[config.mk]
export PLATFORM = sky130hd
export DESIGN_NAME = cdb_arbiter_flat
export DESIGN_NICKNAME = d
export VERILOG_FILES = /design/src/rtl/cdb_arbiter_if.sv /design/src/rtl/cdb_arbiter.sv /design/src/flat_wrapper.sv
export SDC_FILE = /design/constraint.sdc
export NUM_CORES = 1
export LEC_CHECK = 0
export CAP_MARGIN = 20
export CORE_ASPECT_RATIO = 1.5
export CORE_MARGIN = 5
export CORE_UTILIZATION = 40
export DETAILED_ROUTE_END_ITERATION = 16
export GPL_ROUTABILITY_DRIVEN = 1
export PLACE_DENSITY = 0.7
export SYNTH_ARGS = -nofsm -noshare
export SYNTH_HDL_FRONTEND = slang
export SYNTH_SLANG_ARGS = --single-unit
[constraint.sdc]
create_clock -name clock -period 2.88 [get_ports clock]
set_input_delay 0.576 -clock clock [delete_from_list [all_inputs] [get_ports clock]]
set_output_delay 0.576 -clock clock [all_outputs]
set_load 0.02 [all_outputs]
[src/rtl/cdb_arbiter_if.sv]
// Common data bus handshake bundle: per-unit request side plus registered broadcast.
// master = functional-unit side, slave = arbiter side.
interface cdb_arbiter_if #(
   parameter int NUM_UNITS  = 3,
   parameter int DATA_WIDTH = 32,
   parameter int TAG_WIDTH  = 6
);
   logic [NUM_UNITS-1:0]            unit_rts;
   logic [NUM_UNITS*DATA_WIDTH-1:0] unit_data;
   logic [NUM_UNITS*TAG_WIDTH-1:0]  unit_source;
   logic [NUM_UNITS-1:0]            CDB_xmit;
   logic [DATA_WIDTH-1:0]           CDB_data;
   logic [TAG_WIDTH-1:0]            CDB_source;
   logic                            CDB_write;

   modport master (output unit_rts, unit_data, unit_source,
                   input  CDB_xmit, CDB_data, CDB_source, CDB_write);
   modport slave  (input  unit_rts, unit_data, unit_source,
                   output CDB_xmit, CDB_data, CDB_source, CDB_write);
endinterface

[src/rtl/cdb_arbiter.sv]
// Round-robin CDB arbiter: one registered one-hot grant and broadcast per cycle.
// Define CDB_ARBITER_STATS_EN to add grant/conflict counters (stat_grants, stat_conflicts).
module cdb_arbiter #(
   parameter int NUM_UNITS  = 3,
   parameter int DATA_WIDTH = 32,
   parameter int TAG_WIDTH  = 6
) (
   input  logic         clock,
   input  logic         reset_n,
   cdb_arbiter_if.slave cdb
`ifdef CDB_ARBITER_STATS_EN
   ,
   output logic [31:0]  stat_grants,
   output logic [31:0]  stat_conflicts
`endif
);
   localparam int PTR_W = (NUM_UNITS > 1) ? $clog2(NUM_UNITS) : 1;

   logic [NUM_UNITS-1:0]  xmit_q, xmit_d, eligible;
   logic                  write_q, write_d;
   logic [DATA_WIDTH-1:0] data_q, data_d;
   logic [TAG_WIDTH-1:0]  source_q, source_d;
   logic [PTR_W-1:0]      ptr_q, ptr_d;
   logic [PTR_W-1:0]      idx;
   logic [PTR_W:0]        sum;

   logic [DATA_WIDTH-1:0] udata [NUM_UNITS];
   logic [TAG_WIDTH-1:0]  usrc  [NUM_UNITS];

   for (genvar g = 0; g < NUM_UNITS; g++) begin : g_unpack
      assign udata[g] = cdb.unit_data[g*DATA_WIDTH +: DATA_WIDTH];
      assign usrc[g]  = cdb.unit_source[g*TAG_WIDTH +: TAG_WIDTH];
   end

   // A unit being broadcast this cycle still holds rts; masking it stops a double grant.
   assign eligible = cdb.unit_rts & ~xmit_q;

   always_comb begin
      xmit_d   = '0;
      write_d  = 1'b0;
      data_d   = data_q;
      source_d = source_q;
      ptr_d    = ptr_q;
      idx      = '0;
      sum      = '0;
      for (int k = 0; k < NUM_UNITS; k++) begin
         sum = {1'b0, ptr_q} + (PTR_W+1)'(k);
         if (sum >= (PTR_W+1)'(NUM_UNITS)) sum = sum - (PTR_W+1)'(NUM_UNITS);
         idx = sum[PTR_W-1:0];
         if (!write_d && eligible[idx]) begin
            write_d      = 1'b1;
            xmit_d[idx]  = 1'b1;
            data_d       = udata[idx];
            source_d     = usrc[idx];
            ptr_d        = (idx == PTR_W'(NUM_UNITS-1)) ? '0 : idx + PTR_W'(1);
         end
      end
   end

   always_ff @(posedge clock or negedge reset_n) begin
      if (!reset_n) begin
         xmit_q   <= '0;
         write_q  <= 1'b0;
         data_q   <= '0;
         source_q <= '0;
         ptr_q    <= '0;
      end else begin
         xmit_q   <= xmit_d;
         write_q  <= write_d;
         data_q   <= data_d;
         source_q <= source_d;
         ptr_q    <= ptr_d;
      end
   end

   assign cdb.CDB_xmit   = xmit_q;
   assign cdb.CDB_write  = write_q;
   assign cdb.CDB_data   = data_q;
   assign cdb.CDB_source = source_q;

`ifdef CDB_ARBITER_STATS_EN
   logic [31:0] grants_q, conflicts_q;
   logic        multi;

   // More than one bit set: clearing the lowest set bit leaves something behind.
   assign multi = (eligible & (eligible - NUM_UNITS'(1))) != '0;

   always_ff @(posedge clock or negedge reset_n) begin
      if (!reset_n) begin
         grants_q    <= '0;
         conflicts_q <= '0;
      end else begin
         grants_q    <= grants_q + 32'(write_d);
         conflicts_q <= conflicts_q + 32'(multi);
      end
   end

   assign stat_grants    = grants_q;
   assign stat_conflicts = conflicts_q;
`endif
endmodule

[src/flat_wrapper.sv]
// flat-port wrapper written by rule: the top's interface ports become plain ports
module cdb_arbiter_flat 
#(
   parameter int NUM_UNITS  = 3,
   parameter int DATA_WIDTH = 32,
   parameter int TAG_WIDTH  = 6
)
  (clock, reset_n, cdb_unit_rts, cdb_unit_data, cdb_unit_source, cdb_CDB_xmit, cdb_CDB_data, cdb_CDB_source, cdb_CDB_write);
  cdb_arbiter_if #(.NUM_UNITS(NUM_UNITS), .DATA_WIDTH(DATA_WIDTH), .TAG_WIDTH(TAG_WIDTH)) cdb_i ();
  input  logic clock;
  input  logic reset_n;
  input wire logic [$bits(cdb_i.unit_rts)-1:0] cdb_unit_rts;
  input wire logic [$bits(cdb_i.unit_data)-1:0] cdb_unit_data;
  input wire logic [$bits(cdb_i.unit_source)-1:0] cdb_unit_source;
  output wire logic [$bits(cdb_i.CDB_xmit)-1:0] cdb_CDB_xmit;
  output wire logic [$bits(cdb_i.CDB_data)-1:0] cdb_CDB_data;
  output wire logic [$bits(cdb_i.CDB_source)-1:0] cdb_CDB_source;
  output wire logic [$bits(cdb_i.CDB_write)-1:0] cdb_CDB_write;
  assign cdb_i.unit_rts = cdb_unit_rts;
  assign cdb_i.unit_data = cdb_unit_data;
  assign cdb_i.unit_source = cdb_unit_source;
  assign cdb_CDB_xmit = cdb_i.CDB_xmit;
  assign cdb_CDB_data = cdb_i.CDB_data;
  assign cdb_CDB_source = cdb_i.CDB_source;
  assign cdb_CDB_write = cdb_i.CDB_write;
  cdb_arbiter #(.NUM_UNITS(NUM_UNITS), .DATA_WIDTH(DATA_WIDTH), .TAG_WIDTH(TAG_WIDTH)) u_core (.clock(clock), .reset_n(reset_n), .cdb(cdb_i));
endmodule
==> impl_metrics.json, run 1 <==
{
  "grt_pass1_wl_um": 31480,
  "maxCapViolations": 0,
  "clk_pin_slew_ns": 0.07,
  "die-area_um2": 15700,
  "synth-edff-count": 0,
  "wl_per_cell_um": 22.61,
  "finalMaxSlewViolations": 0,
  "die_y_um": 151.0,
  "cts_tree": "built",
  "grt_pass1_vias": 6161,
  "initialDrtViolationCount": 496,
  "crit_path_start_kind": "flop",
  "hold_viol": 0,
  "antenna_found_initial": 0,
  "synth-warning-count": 0,
  "worst_pin_slew_ns": 1.025,
  "skew_ns": 0.005549,
  "ys_seq_elements": 44,
  "timing.fmax_ghz": 0.3776,
  "io_pins": 161,
  "cts.path.max_buffers": 2,
  "layout_min_cycle_time_ns": 2.649,
  "nets": 834,
  "critPathBufInv": 2,
  "synth_top_area_frac": 0.2152,
  "hold_slack_ns": 0.4021,
  "root_buffer": "clkbuf_16",
  "insertion_delay_ns": 0.29,
  "rsz0062_at_grt": "false",
  "coreArea_um2": 13020,
  "cts_hold_buf": 0,
  "grt_overflow_total": 0,
  "synth.avg_cell_area_um2": 8.955,
  "max-slew-margin-rel": 0.3152,
  "via_per_inst": 6.697,
  "drcViolationCount": 0,
  "cts_setup_buffers": 0,
  "power_density_nw_per_um2": 1491,
  "outcome": "completed",
  "crit_arrival_ns": 2.81,
  "cts_inserted_buffers": 5,
  "rows": 51,
  "htree_levels": 2,
  "cp_slowest_cell": "or4b_4",
  "dr_total_vias": 5833,
  "grt_max_degree": 45,
  "async_reset_ff_frac": 1.000,
  "start_util": 0.4072,
  "die-width_um": 104.0,
  "finalSetupTns_ns": 0,
  "synth.area.top_cells": "mux2i_1, dfrtp_1, o41ai_2",
  "r2r-start": "u_core.ptr_q[0]",
  "drive_above_1_share": 0.1250,
  "end_kind": "flop",
  "worstHoldPathType": "input pin to asynchronous set/reset pin",
  "synth_top_cell_by_area": "mux2i_1",
  "syn_inst": 592,
  "cp_max_fo": 36,
  "wirelength_um": 19690,
  "syn_area_um2": 5301,
  "slowest_delay_ns": 0.58,
  "synth.distinct_cells": 37,
  "cp_top_family": "compound AO/OA/AOI/OAI gates",
  "post_cts_resized": 0,
  "antenna_cells": 0,
  "area_delta_synth_final_pct": 37.43,
  "finalSetupViolCount": 0,
  "crit_start": "u_core.ptr_q[0]",
  "r2r_slack_ns": 0.23,
  "synthesis.nets": 715,
  "track_usage": 0.2390,
  "crit_required_ns": 3.04,
  "ant_nets": 0,
  "gp_congestion": 0.8604,
  "worstSetupPathType": "flop to flop",
  "synth_ff_type": "dfrtp_1",
  "finalCritPeriodShare": 0.9197,
  "yosysSeqAreaShare": 0.2077,
  "path_cells": "inv_1, ha_4, or4b_4, o211a_4, buf_12, a2111oi_0, o41ai_2",
  "place_hpwl_um": 13290,
  "leakagePower_nw": 2.568,
  "port-buffer-count": 160,
  "clock-sinks": 44,
  "drt-pass1-iter-count": 5,
  "ir_drop_v": 0.0007835
}
[cell usage after synthesis (2+ instances only)]
cell type,n
mux2i_1,114
nor2_1,80
clkbuf_1,51
dfrtp_1,44
nor3_1,40
a211oi_1,39
nand4_1,39
o41ai_2,39
o2bb2ai_1,38
a2111oi_1,30
buf_2,15
a2111oi_0,8
buf_1,8
nor2b_1,6
buf_6,4
ha_1,4
nand2b_1,4
nor4bb_1,4
a221o_1,2
and3_1,2
inv_1,2
nand2_1,2
nor4b_1,2
or3_1,2
[where the power goes]
part	leakage, nW	internal, W	switching, W	total [W]
Combinational	1.98	0.00378	0.00521	0.00899
Sequential	0.517	0.00102	0.000239	0.00126
Clock	0.0712	0.000348	0.000262	0.000609
[flip-flops by register name, indices dropped and copies added (netlist names)]
name	flops
u_core.cdb.CDB_xmit	3
u_core.cdb.CDB_data	32
u_core.cdb.CDB_source	6
u_core.cdb.CDB_write	1
u_core.ptr_q	2
[cell families after synthesis]
logic type,Yosys count,share of synthesized area
fa+ha+maj,4,0.009441
simple gates,183,0.1739
buf+inv,81,0.06655
compound gates,166,0.3271
flops,44,0.2077
mux,114,0.2152
[worst paths after layout]
path                                                 end  depth (start not counted)
worst max-delay path             u_core.cdb.CDB_data[16]                          7
worst min-delay path                u_core.cdb.CDB_write                          2
worst max register to register   u_core.cdb.CDB_data[16]                          7
worst min register to register    u_core.cdb.CDB_data[1]                          2
max in group asynchronous       u_core.cdb.CDB_source[4]                          2
min in group clock                u_core.cdb.CDB_data[1]                          2
[worst reg2reg max path: stages (launching register included)]
cell and delay [ns]:
dfrtp_1 0.44, inv_1 0.12, ha_4 0.33, or4b_4 0.58
o211a_4 0.19, buf_12 0.18, a2111oi_0 0.57, o41ai_2 0.13
[cells in the final DEF (no fill, tap or decap), drive strengths merged, types with 4 or more instances in the layout]
cell           Yosys  final
clkdlybuf4s50      0    159
a211oi            40     40
dfrtp             44     44
nor2              80     80
buf               27     31
nand2b             4      4
clkbuf            51      8
nor3              40     40
o41ai             39     39
nand4             39     39
a2111oi           38     38
o2bb2ai           38     38
nor4bb             4      4
ha                 4      4
mux2i            114    114
nor2b              6      6
[layer usage]
| metal | vias to the layer above | part of all wire | track usage |
|---|---|---|---|
| li1 | 2632 | - | - |
| met1 | 2913 | 0.40 | 0.2797 |
| met2 | 239 | 0.52 | 0.4272 |
| met3 | 49 | 0.048 | 0.03412 |
| met4 | 0 | 0.040 | 0.1160 |
| met5 | - | 0 | 0 |
[through the flow]
step	instances	worst slack, ns	util	cell area (um2)	total power [W]
CTS	871	0.2195	0.5597	7286	0.01086
detailed placement	863	0.1149	0.5484	7139	0.01022
finish	871	0.2314	0.5597	7286	0.01086
global placement	863	0.2023	0.5484	7139	0.009952
floorplan	592	0.5057	-	5301	0.007417
global route	871	0.09036	0.5597	7286	0.01154
[layout make-up]
cell class,instances,area [um2]
Timing Repair Buffer,190,1909
Inverter,3,11.26
Fill cell,1176,5732
Multi-Input combinational cell,467,3919
Tap cell,159,198.9
Sequential cell,44,1101
Clock buffer,8,146.4
Note: power is estimated with default switching activity, not from simulation.
==> inputs of run 2 (changes only) <==
--- a/config.mk
+++ b/config.mk
@@ -6,12 +6,15 @@
 export NUM_CORES = 1
 export LEC_CHECK = 0
 export CAP_MARGIN = 20
+export CELL_PAD_IN_SITES_DETAIL_PLACEMENT = 1
+export CELL_PAD_IN_SITES_GLOBAL_PLACEMENT = 1
 export CORE_ASPECT_RATIO = 1.5
 export CORE_MARGIN = 5
-export CORE_UTILIZATION = 40
+export CORE_UTILIZATION = 36
+export CTS_BUF_LIST = sky130_fd_sc_hd__clkbuf_4
 export DETAILED_ROUTE_END_ITERATION = 16
 export GPL_ROUTABILITY_DRIVEN = 1
-export PLACE_DENSITY = 0.7
+export PLACE_DENSITY = 0.83
 export SYNTH_ARGS = -nofsm -noshare
 export SYNTH_HDL_FRONTEND = slang
 export SYNTH_SLANG_ARGS = --single-unit
==> impl_metrics.json, run 2 (same netlist as run 1, synthesis figures left out) <==
{
  "finalCritPeriodShare": 0.9601,
  "rsz0062_at_grt": "false",
  "drcViolationCount": 0,
  "track_usage": 0.2456,
  "start_util": 0.3649,
  "finalSetupViolCount": 0,
  "via_per_inst": 6.441,
  "hold_slack_ns": 0.1879,
  "r2r_slack_ns": 0.11,
  "worst_pin_slew_ns": 0.7444,
  "worstSetupPathType": "flop to flop",
  "cts_tree": "built",
  "initialDrtViolationCount": 287,
  "timing.fmax_ghz": 0.3616,
  "wl_per_cell_um": 23.86,
  "finalSetupTns_ns": 0,
  "cp_max_fo": 15,
  "grt_overflow_total": 0,
  "worstHoldPathType": "input pin to asynchronous set/reset pin",
  "mostFrequentLayoutCell": "clkdlybuf4s50_1",
  "wirelength_um": 21690,
  "gp_congestion": 0.8562,
  "leakagePower_nw": 2.537,
  "die_y_um": 158.6,
  "grt_pass1_vias": 6592,
  "crit_path_start_kind": "flop",
  "io_pins": 161,
  "fillers": 1669,
  "dr_total_vias": 5855,
  "root_buffer": "clkbuf_4",
  "maxCapViolations": 0,
  "post_cts_resized": 0,
  "clk_pin_slew_ns": 0.16,
  "port-buffer-count": 160,
  "layout_min_cycle_time_ns": 2.765,
  "nets": 834,
  "multi_input_area_um2": 3919,
  "crit_arrival_ns": 3.05,
  "crit_required_ns": 3.17,
  "outcome": "completed",
  "drive_above_1_share": 0.1264,
  "cts_setup_buffers": 0,
  "drt-pass1-iter-count": 4,
  "r2r-start": "u_core.ptr_q[0]",
  "die-area_um2": 17300,
  "area_delta_synth_final_pct": 36.87,
  "finalWorstSetupSlack_ns": 0.1148,
  "skew_ns": 0.01578,
  "ir_drop_v": 0.0008430,
  "place_hpwl_um": 15240,
  "antenna_found_initial": 1,
  "reg2reg_depth": 7,
  "finalPower_w": 0.01083,
  "die-width_um": 109.1,
  "cts_hold_buf": 0,
  "seqCellArea_um2": 1101,
  "htree_levels": 2,
  "final_cell_mix": "clkdlybuf4s50_1, mux2i_1, nor2_1",
  "power_density_nw_per_um2": 1493,
  "finalMaxSlewViolations": 0,
  "largest_reg_flops": 32,
  "hold_viol": 0,
  "grt_max_degree": 75,
  "grt_pass1_wl_um": 33950,
  "rows": 54,
  "insertion_delay_ns": 0.39,
  "end_kind": "flop",
  "max-slew-margin-rel": 0.5037,
  "cts_inserted_buffers": 5,
  "preCtsSetupSlack_ns": 0.03663,
  "r2r_end": "u_core.cdb.CDB_data[27]",
  "clock-sinks": 44,
  "cts.path.max_buffers": 2,
  "coreArea_um2": 14530,
  "ant_nets": 0
}
==> run 2: changes by cell type in the layout (fill, tap and decap cells not counted), sizes merged <==
cell,delta
clkbuf,-3
diode,+1
clkinv,+3
==> run 2: final cells by class <==
class | count | share of cell area
Clock buffer | 5 | 0.005173
Multi-Input combinational cell | 467 | 0.5401
Clock inverter | 3 | 0.001897
Antenna cell | 1 | 0.0003449
Inverter | 3 | 0.001552
Timing Repair Buffer | 190 | 0.2654
Tap cell | 196 | 0.03380
Sequential cell | 44 | 0.1518
==> run 2: worst max-delay path by stage <==
stage / start / endpoint / slack, ns / cells past startpoint
2_1_floorplan: u_core.ptr_q[0] / u_core.cdb.CDB_data[0] / 0.51 / 8
3_3_place_gp: cdb_unit_rts[0] / u_core.cdb.CDB_xmit[0] / 0.14 / 6
3_5_place_dp: cdb_unit_rts[0] / u_core.cdb.CDB_data[27] / 0.04 / 6
4_1_cts: u_core.ptr_q[0] / u_core.cdb.CDB_data[0] / 0.08 / 8
5_1_grt: u_core.ptr_q[0] / u_core.cdb.CDB_data[27] / 0.03 / 7
6_report: u_core.ptr_q[0] / u_core.cdb.CDB_data[27] / 0.11 / 7
==> run 2: where the power goes <==
part	internal, W	switching, W	total (W)
combinational	0.00383	0.00539	0.00923
clock	0.0000903	0.000241	0.000332
sequential	0.00101	0.000259	0.00127
total	0.00494	0.00589	0.0108
==> run 2: through the flow <==
| step | instances | cell area, um2 | util |
|---|---|---|---|
| 2_1_floorplan | 592 | 5301 | - |
| 3_3_place_gp | 900 | 7198 | 0.4955 |
| 3_5_place_dp | 900 | 7198 | 0.4955 |
| 4_1_cts | 908 | 7249 | 0.4991 |
| 5_1_grt | 909 | 7256 | 0.4995 |
| 6_report | 909 | 7256 | 0.4995 |
==> run 2: layer usage <==
layer / track usage / vias to the layer above / share of wire
met1: 0.2656 / 2977 / 0.38
met3: 0.02677 / 53 / 0.033
met2: 0.4731 / 197 / 0.55
met5: 0 / - / 0
li1: - / 2628 / -
met4: 0.1047 / 0 / 0.037
==> run 2: worst max-delay path, stage by stage, from the launching register on <==
cell and delay, ns:
dfrtp_1 0.46, inv_1 0.12, ha_4 0.33, or4b_4 0.58
o211a_4 0.24, buf_4 0.22, a2111oi_1 0.57, o41ai_2 0.13
